File: src/rtl/reg_file_ctrl_pkg.sv
// Shared types and defaults for the register-file access arbiter.
// Latency: n/a (definitions only).
// Backpressure: n/a (definitions only).
package reg_file_ctrl_pkg;

    localparam int RF_ADDR_W     = 5;
    localparam int RF_DATA_W     = 32;
    localparam int RF_STARVE_MAX = 4;

    // Architectural zero register (%g0) address.
    localparam int G0_ADDR = 0;

    // Which requester owns the register-file port in a given cycle.
    typedef enum logic [1:0] {
        GNT_NONE = 2'd0,
        GNT_WB   = 2'd1,
        GNT_A    = 2'd2,
        GNT_B    = 2'd3
    } gnt_owner_t;

endpackage

File: src/rtl/rd_rr_arb.sv
// Two-way round-robin picker between the operand A and operand B read ports.
// Latency: pick is combinational; the pointer updates on the clock after an advance.
// Backpressure: advance is asserted only when the picked read actually owns the port.
module rd_rr_arb (
    input  logic clk,
    input  logic rst,
    input  logic valid_a,
    input  logic valid_b,
    input  logic advance,
    output logic pick_a,
    output logic pick_b
);

    // rr_ptr 0 favours A, 1 favours B.
    logic rr_ptr_q;
    logic rr_ptr_d;

    // Pick the favoured port when both request, otherwise whichever requests.
    always_comb begin
        pick_a = valid_a && (!valid_b || !rr_ptr_q);
        pick_b = valid_b && !pick_a;
    end

    // After a read grant the pointer favours the port that was not served.
    always_comb begin
        rr_ptr_d = rr_ptr_q;
        if (advance) begin
            rr_ptr_d = pick_a;
        end
    end

    // Pointer register.
    always_ff @(posedge clk) begin
        if (rst) begin
            rr_ptr_q <= 1'b0;
        end else begin
            rr_ptr_q <= rr_ptr_d;
        end
    end

endmodule

File: src/rtl/reg_file_arbiter.sv
// Shares one single-port register file between writeback and two read ports; optional %g0 via REGFILE_G0_ZERO_EN.
// Latency: grants are same-cycle (ready is combinational); read data returns exactly one cycle after grant.
// Backpressure: writeback wins unless a read has waited STARVE_MAX writeback grants; losers see ready=0 and hold.
module reg_file_arbiter
    import reg_file_ctrl_pkg::*;
#(
    parameter int ADDR_W     = RF_ADDR_W,
    parameter int DATA_W     = RF_DATA_W,
    parameter int STARVE_MAX = RF_STARVE_MAX
) (
    input  logic              clk,
    input  logic              rst,
    input  logic              wb_valid,
    output logic              wb_ready,
    input  logic [ADDR_W-1:0] wb_addr,
    input  logic [DATA_W-1:0] wb_data,
    input  logic              rda_valid,
    output logic              rda_ready,
    input  logic [ADDR_W-1:0] rda_addr,
    output logic              rda_rsp_valid,
    output logic [DATA_W-1:0] rda_rsp_data,
    input  logic              rdb_valid,
    output logic              rdb_ready,
    input  logic [ADDR_W-1:0] rdb_addr,
    output logic              rdb_rsp_valid,
    output logic [DATA_W-1:0] rdb_rsp_data,
    output logic              rf_reg_write,
    output logic [ADDR_W-1:0] rf_reg_adress,
    output logic [DATA_W-1:0] rf_data_write,
    input  logic [DATA_W-1:0] rf_data_read
);

    localparam int            SW         = $clog2(STARVE_MAX + 1);
    localparam logic [SW-1:0] STARVE_LIM = SW'(STARVE_MAX);

    logic [SW-1:0] starve_q;
    logic [SW-1:0] starve_d;
    gnt_owner_t    rsp_owner_q;
    gnt_owner_t    rsp_owner_d;
    logic          rsp_zero_q;
    logic          rsp_zero_d;

    gnt_owner_t    gnt;
    logic          wb_g0;
    logic          any_rd;
    logic          force_rd;
    logic          rd_gnt;
    logic          pick_a;
    logic          pick_b;

`ifdef REGFILE_G0_ZERO_EN
    // Writes to %g0 are acknowledged without occupying the register-file port.
    assign wb_g0 = wb_valid && (wb_addr == ADDR_W'(G0_ADDR));
`else
    assign wb_g0 = 1'b0;
`endif

    rd_rr_arb u_rd_rr_arb (
        .clk     (clk),
        .rst     (rst),
        .valid_a (rda_valid),
        .valid_b (rdb_valid),
        .advance (rd_gnt),
        .pick_a  (pick_a),
        .pick_b  (pick_b)
    );

    // Decide the single owner of the port this cycle.
    always_comb begin
        any_rd   = rda_valid || rdb_valid;
        force_rd = (starve_q == STARVE_LIM) && any_rd;
        gnt      = GNT_NONE;
        if (!rst) begin
            if (wb_valid && !wb_g0 && !force_rd) begin
                gnt = GNT_WB;
            end else if (pick_a) begin
                gnt = GNT_A;
            end else if (pick_b) begin
                gnt = GNT_B;
            end
        end
        rd_gnt = (gnt == GNT_A) || (gnt == GNT_B);
    end

    // Handshakes and register-file drive; an idle cycle issues a harmless read of address 0.
    always_comb begin
        wb_ready      = (gnt == GNT_WB) || (wb_g0 && !rst);
        rda_ready     = (gnt == GNT_A);
        rdb_ready     = (gnt == GNT_B);
        rf_reg_write  = 1'b0;
        rf_reg_adress = '0;
        rf_data_write = '0;
        case (gnt)
            GNT_WB: begin
                rf_reg_write  = 1'b1;
                rf_reg_adress = wb_addr;
                rf_data_write = wb_data;
            end
            GNT_A:   rf_reg_adress = rda_addr;
            GNT_B:   rf_reg_adress = rdb_addr;
            default: ;
        endcase
    end

    // Starvation count, response owner and %g0 read marker for the next cycle.
    always_comb begin
        starve_d = '0;
        if ((gnt == GNT_WB) && any_rd) begin
            starve_d = (starve_q == STARVE_LIM) ? starve_q : starve_q + SW'(1);
        end
        rsp_owner_d = rd_gnt ? gnt : GNT_NONE;
`ifdef REGFILE_G0_ZERO_EN
        rsp_zero_d = ((gnt == GNT_A) && (rda_addr == ADDR_W'(G0_ADDR))) ||
                     ((gnt == GNT_B) && (rdb_addr == ADDR_W'(G0_ADDR)));
`else
        rsp_zero_d = 1'b0;
`endif
    end

    // State registers.
    always_ff @(posedge clk) begin
        if (rst) begin
            starve_q    <= '0;
            rsp_owner_q <= GNT_NONE;
            rsp_zero_q  <= 1'b0;
        end else begin
            starve_q    <= starve_d;
            rsp_owner_q <= rsp_owner_d;
            rsp_zero_q  <= rsp_zero_d;
        end
    end

    // Route last cycle's read data to its owner; reset in the response cycle drops it.
    always_comb begin
        rda_rsp_valid = !rst && (rsp_owner_q == GNT_A);
        rdb_rsp_valid = !rst && (rsp_owner_q == GNT_B);
        rda_rsp_data  = (rda_rsp_valid && !rsp_zero_q) ? rf_data_read : '0;
        rdb_rsp_data  = (rdb_rsp_valid && !rsp_zero_q) ? rf_data_read : '0;
    end

endmodule

File: config.mk
export PLATFORM = sky130hd
export DESIGN_NAME = reg_file_arbiter
export DESIGN_NICKNAME = d
export VERILOG_FILES = /design/src/rtl/reg_file_ctrl_pkg.sv /design/src/rtl/rd_rr_arb.sv /design/src/rtl/reg_file_arbiter.sv
export SDC_FILE = /design/constraint.sdc
export NUM_CORES = 1
export LEC_CHECK = 0
export CAP_MARGIN = 0
export CORE_MARGIN = 3
export CORE_UTILIZATION = 21
export DETAILED_ROUTE_END_ITERATION = 10
export PLACE_DENSITY = 0.82
export SYNTH_ARGS = -nofsm -noshare
export SYNTH_HDL_FRONTEND = slang
export SYNTH_SLANG_ARGS = --single-unit
export TNS_END_PERCENT = 100
File: constraint.sdc
create_clock -name clk -period 2.9 [get_ports clk]
set_clock_uncertainty 0.05 [all_clocks]
set_input_delay 0.87 -clock clk [delete_from_list [all_inputs] [get_ports clk]]
set_output_delay 0.87 -clock clk [all_outputs]
set_load 0.02 [all_outputs]
======== After elaboration in Yosys (flattened, before gate mapping) ========
Cells that the tools add are included.
cells by class
  bitwise logic cells ..................... 2
  reductions and logical operators ........ 17
  mux-type cells .......................... 9
  equality and inequality tests ........... 6
  $add $sub $neg .......................... 1
operators with widths
  operator               number
  $mux W32               3
  $pmux W5 S3            1
  $eq A2 B2 Y1 const B   4
  $mux W2                4
  $logic_and A1 B1 Y1    7
  $logic_not A1 Y1       5
  $reduce_or A2 Y1       2
  $add A3 B1 Y3 const B  1
  $eq A3 B3 Y1 const B   1
  $logic_or A1 B1 Y1     3
  $eq A2 B1 Y1 const B   1
  $not A1 Y1             2
  $mux W1                1
word-level totals
  output and inout port bits .............. 107
  bits of input ports ..................... 84
  word-level logic and storage cells ...... 38
  flip-flop bits (word level) ............. 6

======== Depth between registers and ports, before layout ========
  depth in word-level cells ............... 13
  gate-level depth with buffers ........... 7
  mapped depth without buffers ............ 6

======== Hierarchy ========
From an unflattened synthesis, not the netlist that was laid out.
second synthesis, totals
  cell total of the unflattened synthesis .. 170
  area total of the unflattened synthesis .. 1183.6 um^2
modules (own cells, without submodules)
  module            area an instance (um^2)  cells each  instances  seq. area each (um^2)
  reg_file_arbiter  1116.1                   163         1          100.1
  rd_rr_arb         67.6                     7           1          20.0

======== Worst setup path after synthesis ========
Ideal clock, no wire load.
  kind .................................... input to output
  start ................................... in wb_valid
  end ..................................... out rf_reg_adress[0]
  data arrival time ....................... 1.821 ns
  buffers on the path ..................... 0
  required time ........................... 1.980 ns
  setup slack ............................. 0.159 ns
  stages .................................. 4
  cells stage by stage .................... nor2b_2 -> a32oi_4 -> mux2i_1 -> o21ai_1
on the way
  word-level cells in the longest chain between the ends .. 5
  elaborated cells between the ends (all ways) .. 7
  classes of those cells .................. 3 x eq/ne; 3 x mux; 1 x reduce/logical
RTL lines
  element                                       RTL line                RTL
  start: declaration                            reg_file_arbiter.sv:13  input logic wb_valid,
  $logic_and A1 B1 Y1 *                         reg_file_arbiter.sv:74  if (wb_valid && !wb_g0 && !force_rd) begin
  $mux W2 *                                     reg_file_arbiter.sv:74
  $mux W2 *                                     reg_file_arbiter.sv:73  if (!rst) begin
  $eq A2 B2 Y1 or $eq A2 B1 Y1 (tied branches)  reg_file_arbiter.sv:93  case (gnt)
  $pmux W5 S3 *                                 reg_file_arbiter.sv:93
  end: declaration                              reg_file_arbiter.sv:28  output logic [ADDR_W-1:0] rf_reg_adress,
Mark *: on every way between the ends. The rest lies on a longest branch, timed or not.

======== Worst setup path in the final report ========
  start ................................... in rdb_valid
  end ..................................... out rf_reg_adress[0]
on the way
  word-level cells in the longest chain between the ends .. 11
  elaborated cells between the ends (all ways) .. 17
  classes of those cells .................. 3 x eq/ne; 5 x mux; 9 x reduce/logical
RTL lines
  element                                       RTL line                RTL
  start: declaration                            reg_file_arbiter.sv:22  input logic rdb_valid,
  $logic_not A1 Y1                              rd_rr_arb.sv:20         pick_a = valid_a && (!valid_b || !rr_ptr_q);
  $logic_or A1 B1 Y1                            rd_rr_arb.sv:20
  $logic_and A1 B1 Y1                           rd_rr_arb.sv:20
  $logic_not A1 Y1                              rd_rr_arb.sv:21         pick_b = valid_b && !pick_a;
  $logic_and A1 B1 Y1                           rd_rr_arb.sv:21
  $mux W2                                       reg_file_arbiter.sv:78  end else if (pick_b) begin
  $mux W2                                       reg_file_arbiter.sv:76  end else if (pick_a) begin
  $mux W2 *                                     reg_file_arbiter.sv:74
  $mux W2 *                                     reg_file_arbiter.sv:73
  $eq A2 B2 Y1 or $eq A2 B1 Y1 (tied branches)  reg_file_arbiter.sv:93
  $pmux W5 S3 *                                 reg_file_arbiter.sv:93
Marks and branches as above.

==> flow_results.org <==
** Drt
- For this block, the routed nets add up to 5950 um of wire.
- Number of detailed-routing iterations run before antenna repair :: 4
- Dividing the detail-routed wire length by the instance count gives 14.1 um.
- Via count :: 1823
- In this run the remaining antenna-violating nets after routing total 0.
- In this run, the number of DRC markers left after iteration 0 of detailed routing was 16.
- Vias per cell :: 4.31
- For this run, design rule violations remaining after detail routing come to 0.

** Global route
- Vias in the first global route :: 1884
- Largest net degree at the start of global routing :: 34
- All-layer global routing usage :: 0.189
- The number of antenna violations at the first check in global routing came to 0.
- Global-route wire length before repair :: 9150 um
- For this run the aggregate overflow at the end of global routing stands at 0.

** Worst hold path
- The worst hold path terminates at starve_q[0].
- Counting instances, the worst hold path has a depth of 1.
- Type of the worst min-delay path :: register to register
- Hold_sp :: starve_q[0]

** Logic synthesis
- After technology mapping, the gate count stands at 158.
- The share of the Yosys chip area taken by registers is 0.112.
- Distinct cell type count of the synthesized netlist :: 24
- Counting flops and latches in the post-synthesis netlist gives 6.
- The average instance in the mapped netlist occupies 6.81 um2.
- Summing every instance area after synthesis gives 1080 um2.
- Number of warnings reported in the yosys synthesis log :: 0
- Counting every net in the synthesized netlist gives 244.

** Die
- Die Height :: 77.6 um
- In this run the standard cell core region covers 4850 um2.
- Full die area :: 6020 um2
- The floorplan has 25 rows.
- In this run the count of I/O pins placed on the die edge is 191.
- For this configuration, the core starts out at a cell density of 0.222.
- The die is 77.6 um wide.

** Placement
- Timing analysis after detailed placement gives a worst setup slack of -0.856 ns.
- Cell area after placement :: 3140 um2
- Final estimated routing congestion in global placement :: 0.742
- Once detailed placement completed, the half-perimeter wirelength came to 4910 um.
- Input and output buffers added on the ports amount to 190.

** Finish
- Commonest non-fill, non-tap cell in the layout :: clkdlybuf4s50_1
- Commonest cells after routing, fill and taps aside :: 79 x clkdlybuf4s50_1, 63 x and2_1, 62 x clkdlybuf4s15_2
- NumNets Final :: 444
- Across the whole layout, storage elements account for 120 um2.
- The finished cells cover 3230 um2.
- Fraction of final layout cells sized beyond drive strength 1 :: 0.393
- Post-synthesis to final-layout area growth :: 200%
- Diode count :: 0
- Multi-input gate area :: 905 um2
- Counting the fill cells in the layout gives 414.

** STA
- Final hold violation count :: 0
- Setup repair after global routing left no endpoint under its margin.
- Count of pins over their slew limit :: 0
- Headroom to the max-slew limit came out at 0.832.
- Fin crit period :: 2.84 ns
- Total Negative Setup Slacks :: 0 ns
- F_max :: 352 MHz
- In the post-route analysis, the smallest setup slack over all paths is 0.0578 ns.
- For the pin with the worst max-slew slack, the measured transition is 0.248 ns.
- Ratio of final minimum period to clock period :: 0.980
- Final Setup Violations :: 0

** Pwr
- Largest voltage drop on the vdd net :: 0.000165 V
- Post-route total power :: 0.534 mW
- The analysis attributes to cell leakage a power of 1.51 nW.
- Power spread over the standard cell area amounts to 165 nW/um2.

** Worst setup path
- Type of the worst setup path :: input port to output pin
- Data arrives at the worst endpoint at 1.92 ns.
- The worst setup path is captured at an output pin.
- Source of the worst register-to-register timing path :: starve_q[0]
- Top fanout value on the critical path :: 5
- Number of cells traversed by the worst register-to-register path :: 8
- In this run the critical register-to-register path is captured at u_rd_rr_arb.rr_ptr_q.
- Worst path required time :: 1.98 ns
- R2r setup slk :: 1.20 ns
- Category of the worst setup path launch point :: input port

** CTS
- TritonCTS sink count :: 6
- In this run the number of H-tree levels came out at 1.
- Buffer depth of the longest clock path :: 2
- Clock-pin slew was measured on the worst setup and hold paths at 0.04 ns.
- TritonCTS clock tree :: built
- The later pin in the worst-skew pair is clocked with a latency of 0.22 ns.
- Cell at the root of the clock tree :: clkbuf_8
- The number of clock buffers added by TritonCTS is 3.
- Number of hold-repair buffers added at the cts stage :: 0

** Run status
- Status :: finished, final reports clean

** Run
- Max-cap violations in this run came to 0.
==> routing by layer <==
metal / vias to the layer above / part of all wire / global-route usage
li1: 919 / - / -
met2: 110 / 0.56 / 0.369
met3: 10 / 0.10 / 0.0638
met5: - / 0 / 0
met4: 0 / 0.017 / 0.0694
met1: 784 / 0.32 / 0.179
==> worst max-delay path, cell delays in order <==
cell     delay (ns)
buf_6          0.11
buf_6          0.11
a32oi_4        0.24
buf_6          0.16
mux2i_1        0.19
o21ai_1        0.09
buf_4          0.16
==> flip-flops by register name, indices dropped and copies added (netlist names) <==
register	cells
starve_q	3
rsp_owner_q	2
u_rd_rr_arb.rr_ptr_q	1
==> cells by family after synthesis <==
family                   Yosys count  synth area share
AND/OR/NAND/NOR                  118             0.663
buffers and inverters             18            0.0686
AO/OA/AOI/OAI                      9            0.0872
flip-flops                         6             0.112
multiplexers                       5            0.0465
adder cells (fa/ha/maj)            2            0.0233
==> power breakdown <==
part / leakage, nW / switching [mW] / internal (mW) / total, mW
Sequential: 0.0491 / 0.00234 / 0.0867 / 0.0890
Combinational: 1.44 / 0.125 / 0.193 / 0.318
Clock: 0.0216 / 0.0379 / 0.0893 / 0.127
Total: 1.51 / 0.165 / 0.369 / 0.534
==> how the worst max path moves through the flow <==
stage,start,end,slack [ns],cells after the start
2_1_floorplan,wb_valid,rf_reg_adress[0],0.16,4
3_3_place_gp,rda_valid,rf_reg_adress[2],-0.79,6
3_5_place_dp,rda_valid,rf_reg_adress[3],-0.86,6
4_1_cts,rdb_valid,rf_reg_adress[0],0.02,7
5_1_grt,rdb_valid,rf_reg_adress[3],0.003,7
6_report,rdb_valid,rf_reg_adress[0],0.06,7
==> Yosys cell counts <==
| cell | number | area (um2) |
|---|---|---|
| dfxtp_1 | 6 | 120 |
| and3_1 | 34 | 213 |
| o21ai_1 | 4 | 20.0 |
| nand3b_1 | 1 | 7.51 |
| nor2b_2 | 1 | 8.76 |
| o211ai_4 | 1 | 21.3 |
| nor4b_1 | 1 | 8.76 |
| ha_1 | 2 | 25.0 |
| clkbuf_1 | 11 | 41.3 |
| inv_2 | 1 | 3.75 |
| nor2_1 | 5 | 18.8 |
| buf_2 | 2 | 10.0 |
| a31o_2 | 1 | 8.76 |
| o211ai_1 | 1 | 7.51 |
| inv_1 | 3 | 11.3 |
| o21ai_2 | 1 | 8.76 |
| nor4_1 | 1 | 6.26 |
| buf_4 | 1 | 7.51 |
| nand2b_1 | 1 | 6.26 |
| a32oi_4 | 1 | 27.5 |
| nand2_1 | 8 | 30.0 |
| mux2i_1 | 5 | 50.1 |
| nor3b_1 | 1 | 7.51 |
| and2_1 | 65 | 407 |
==> area by class of cell <==
cell class	count	area share
repair buffers	209	0.640
multi-input cells	134	0.280
flip-flops and latches	6	0.0372
well taps	67	0.0259
clock buffers	3	0.0128
inverters	4	0.00464
==> metrics by stage <==
stage	utilization	hold slack, ns	cells
floorplan	-	0.378	158
global placement	0.647	0.394	415
CTS	0.661	0.406	423
finish	0.667	0.399	423
detailed placement	0.647	0.397	415
global route	0.667	0.439	423
==> repair_timing <==
action                                  CTS  global route
endpoints found under the setup margin  107             6
resized for setup                       420             8
buffers inserted                          4             0
cloned                                    1             0
pin swaps                                 3             3
hold endpoints to repair                  0             0
Note: power is estimated with default switching activity, not from simulation.
==> edit, RTL diff (same settings) <==
Set the package constant `RF_DATA_W` to 48 (it was 32).
--- a/src/rtl/reg_file_ctrl_pkg.sv
+++ b/src/rtl/reg_file_ctrl_pkg.sv
@@ -5,5 +5,5 @@
 
     localparam int RF_ADDR_W     = 5;
-    localparam int RF_DATA_W     = 32;
+    localparam int RF_DATA_W     = 48;
     localparam int RF_STARVE_MAX = 4;
 
Ports: changed (5 resized); port bits go from 191 to 271. No check against the original RTL was run, so the function may have changed too.
==> edit against the original RTL <==
  * Combinational power up 36%
  * Total power rose by 21%
  * Routed wire length grew 69%
  * Final area increased by 27%
  * Area after synthesis rose by 33%
  * Worst setup slack got worse by 0.025 ns
  * Sequential cell count stayed put
  * Worst hold slack better by 0.066 ns
  * Highest routed layer is now met5
==> edit: results (changes against the original RTL) <==
----------------------------------------------------
[Outcome]
  Status ... complete, no violations

[Layout]
  Filler Cell Count ... 601 (+45%)
  Nets@finish ... 612 (+38%)
  Fraction of layout cells with a size suffix above 1 ... 45.3% (+6.0 points)
  Largest registers ... starve_q x3, rsp_owner_q x2, u_rd_rr_arb.rr_ptr_q x1

[Routing]
  Met2 wire length ... 5640 um (+70%)
  Initial drt markers ... 49 (+33)
  Wirelength per Cell ... 17.6 um (+25%)
  Total routed wire length on the met1 layer ... 3300 um (+73%)
  Top routing layer in use ... met5
  Routed vias ... 2566 (+41%)
  Routed Wire Length ... 10000 um (+69%)
  Met3 wire length ... 932 um (+49%)

[Setup path]
  Cell at the slowest stage of the critical path ... nor3b_4
  Worst Path Max Fanout ... 7 (+2)
  Arrival time at the worst endpoint ... 1.95 ns (+0.03 ns)
  Delay contributed by the slowest stage of the critical path ... 0.22 ns (-0.02 ns)

[Placement]
  HPWL after detailed placement ... 8250 um (+68%)
  Port Buffers ... 270 (+42%)
  Worst slack after detailed placement ... -0.862 ns (-0.00632 ns)
  Final GP Congestion ... 0.831 (+12%)
  Area after detailed placement ... 4300 um2 (+37%)
  Dpl cells ... 555 (+34%)

[Global route]
  Met2 demand-to-capacity share in global routing ... 45.8% (+8.9 points)
  Largest net degree at the start of global routing ... 35 (+2.9%)
  Fraction of met3 tracks used by global routing ... 6.89% (+0.51 points)
  Number of global-route vias before repair ... 2541 (+35%)
  Number of antenna violations at the first check in global routing ... 4 (+4)
  Met1 Use GR ... 22.6% (+4.7 points)
  First-pass GRT wire length ... 13800 um (+51%)
  GRT Util Overall ... 22.9% (+4.0 points)

[STA]
  Fmax ... 0.349 GHz (-0.89%)
  Slew at the pin with the worst max-slew slack ... 0.279 ns (+0.0308 ns)

[Power]
  Switching power share of the total ... 32.8% (+1.8 points)
  Static Leak ... 2.26 nW (+50%)

[Logic synthesis]
  Number of instances in the synthesized netlist ... 214 (+35%)
  Synth area leaders ... and2_1 (42%), and3_1 (19%), dfxtp_1 (8.4%), clkbuf_1 (3.9%), mux2i_1 (3.5%)
  Net count after synthesis ... 332 (+36%)
  Sequential cell area fraction in the yosys report ... 8.39% (-2.8 points)
  Top post-synthesis cells by count ... and2_1 (97), and3_1 (44), clkbuf_1 (15)
  Distinct cells, synth ... 26 (+8.3%)

[CTS]
  CTS clk-pin slew, worst paths ... 0.04 ns (about the same)

----------------------------------------------------
[edit: changes by cell type in the layout (fill, tap and decap cells not counted), sizes merged]
cell and change:
diode +1, clkdlybuf4s15 -48, dlygate4sd2 +1, buf +101, and2 +32, and3 +16
clkdlybuf4s50 +32, clkbuf +2
[edit: power by group through the flow]
stage          combinational, mW  clock, mW  sequential, mW
2_1_floorplan              0.146          0          0.0894
3_3_place_gp               0.435          0          0.0899
3_5_place_dp               0.439          0          0.0900
4_1_cts                    0.417      0.128          0.0888
5_1_grt                    0.460      0.135          0.0891
6_report                   0.432      0.124          0.0890
[edit: layout make-up]
cell class	count	area, um2	share of cell area (%)
Sequential cell	6	120	2.93
Antenna cell	1	2.50	0.0610
Inverter	4	15.0	0.366
Timing Repair Buffer	297	2550	62.2
Clock buffer	3	41.3	1.01
Multi-Input combinational cell	182	1270	31.1
Tap cell	77	96.3	2.35
[edit: path summary, 6_finish.rpt]
| kind | start | to | slack (ns) | cells after the start |
|---|---|---|---|---|
| worst max register to register | starve_q[0] | u_rd_rr_arb.rr_ptr_q | 1.32 | 7 |
| worst min-delay path | u_rd_rr_arb.rr_ptr_q | u_rd_rr_arb.rr_ptr_q | 0.47 | 1 |
| worst min register to register | u_rd_rr_arb.rr_ptr_q | u_rd_rr_arb.rr_ptr_q | 0.47 | 1 |
| worst max-delay path | rst | rda_rsp_data[47] | 0.03 | 8 |
[edit: what timing repair did]
item	4_1_cts	5_1_grt
resized for setup	663	55
gates cloned	3	2
endpoints found under the setup margin	155	62
buffers inserted	6	0
pin swaps	5	11
[edit: logic make-up after synthesis]
kind of cell	Yosys count	synth area share, %
buffers and inverters	26	7.60
DFF	6	8.39
muxes	5	3.50
AOI/OAI and AO/OA	9	6.56
and+or+nand+nor	166	72.2
adders and majority gates	2	1.75
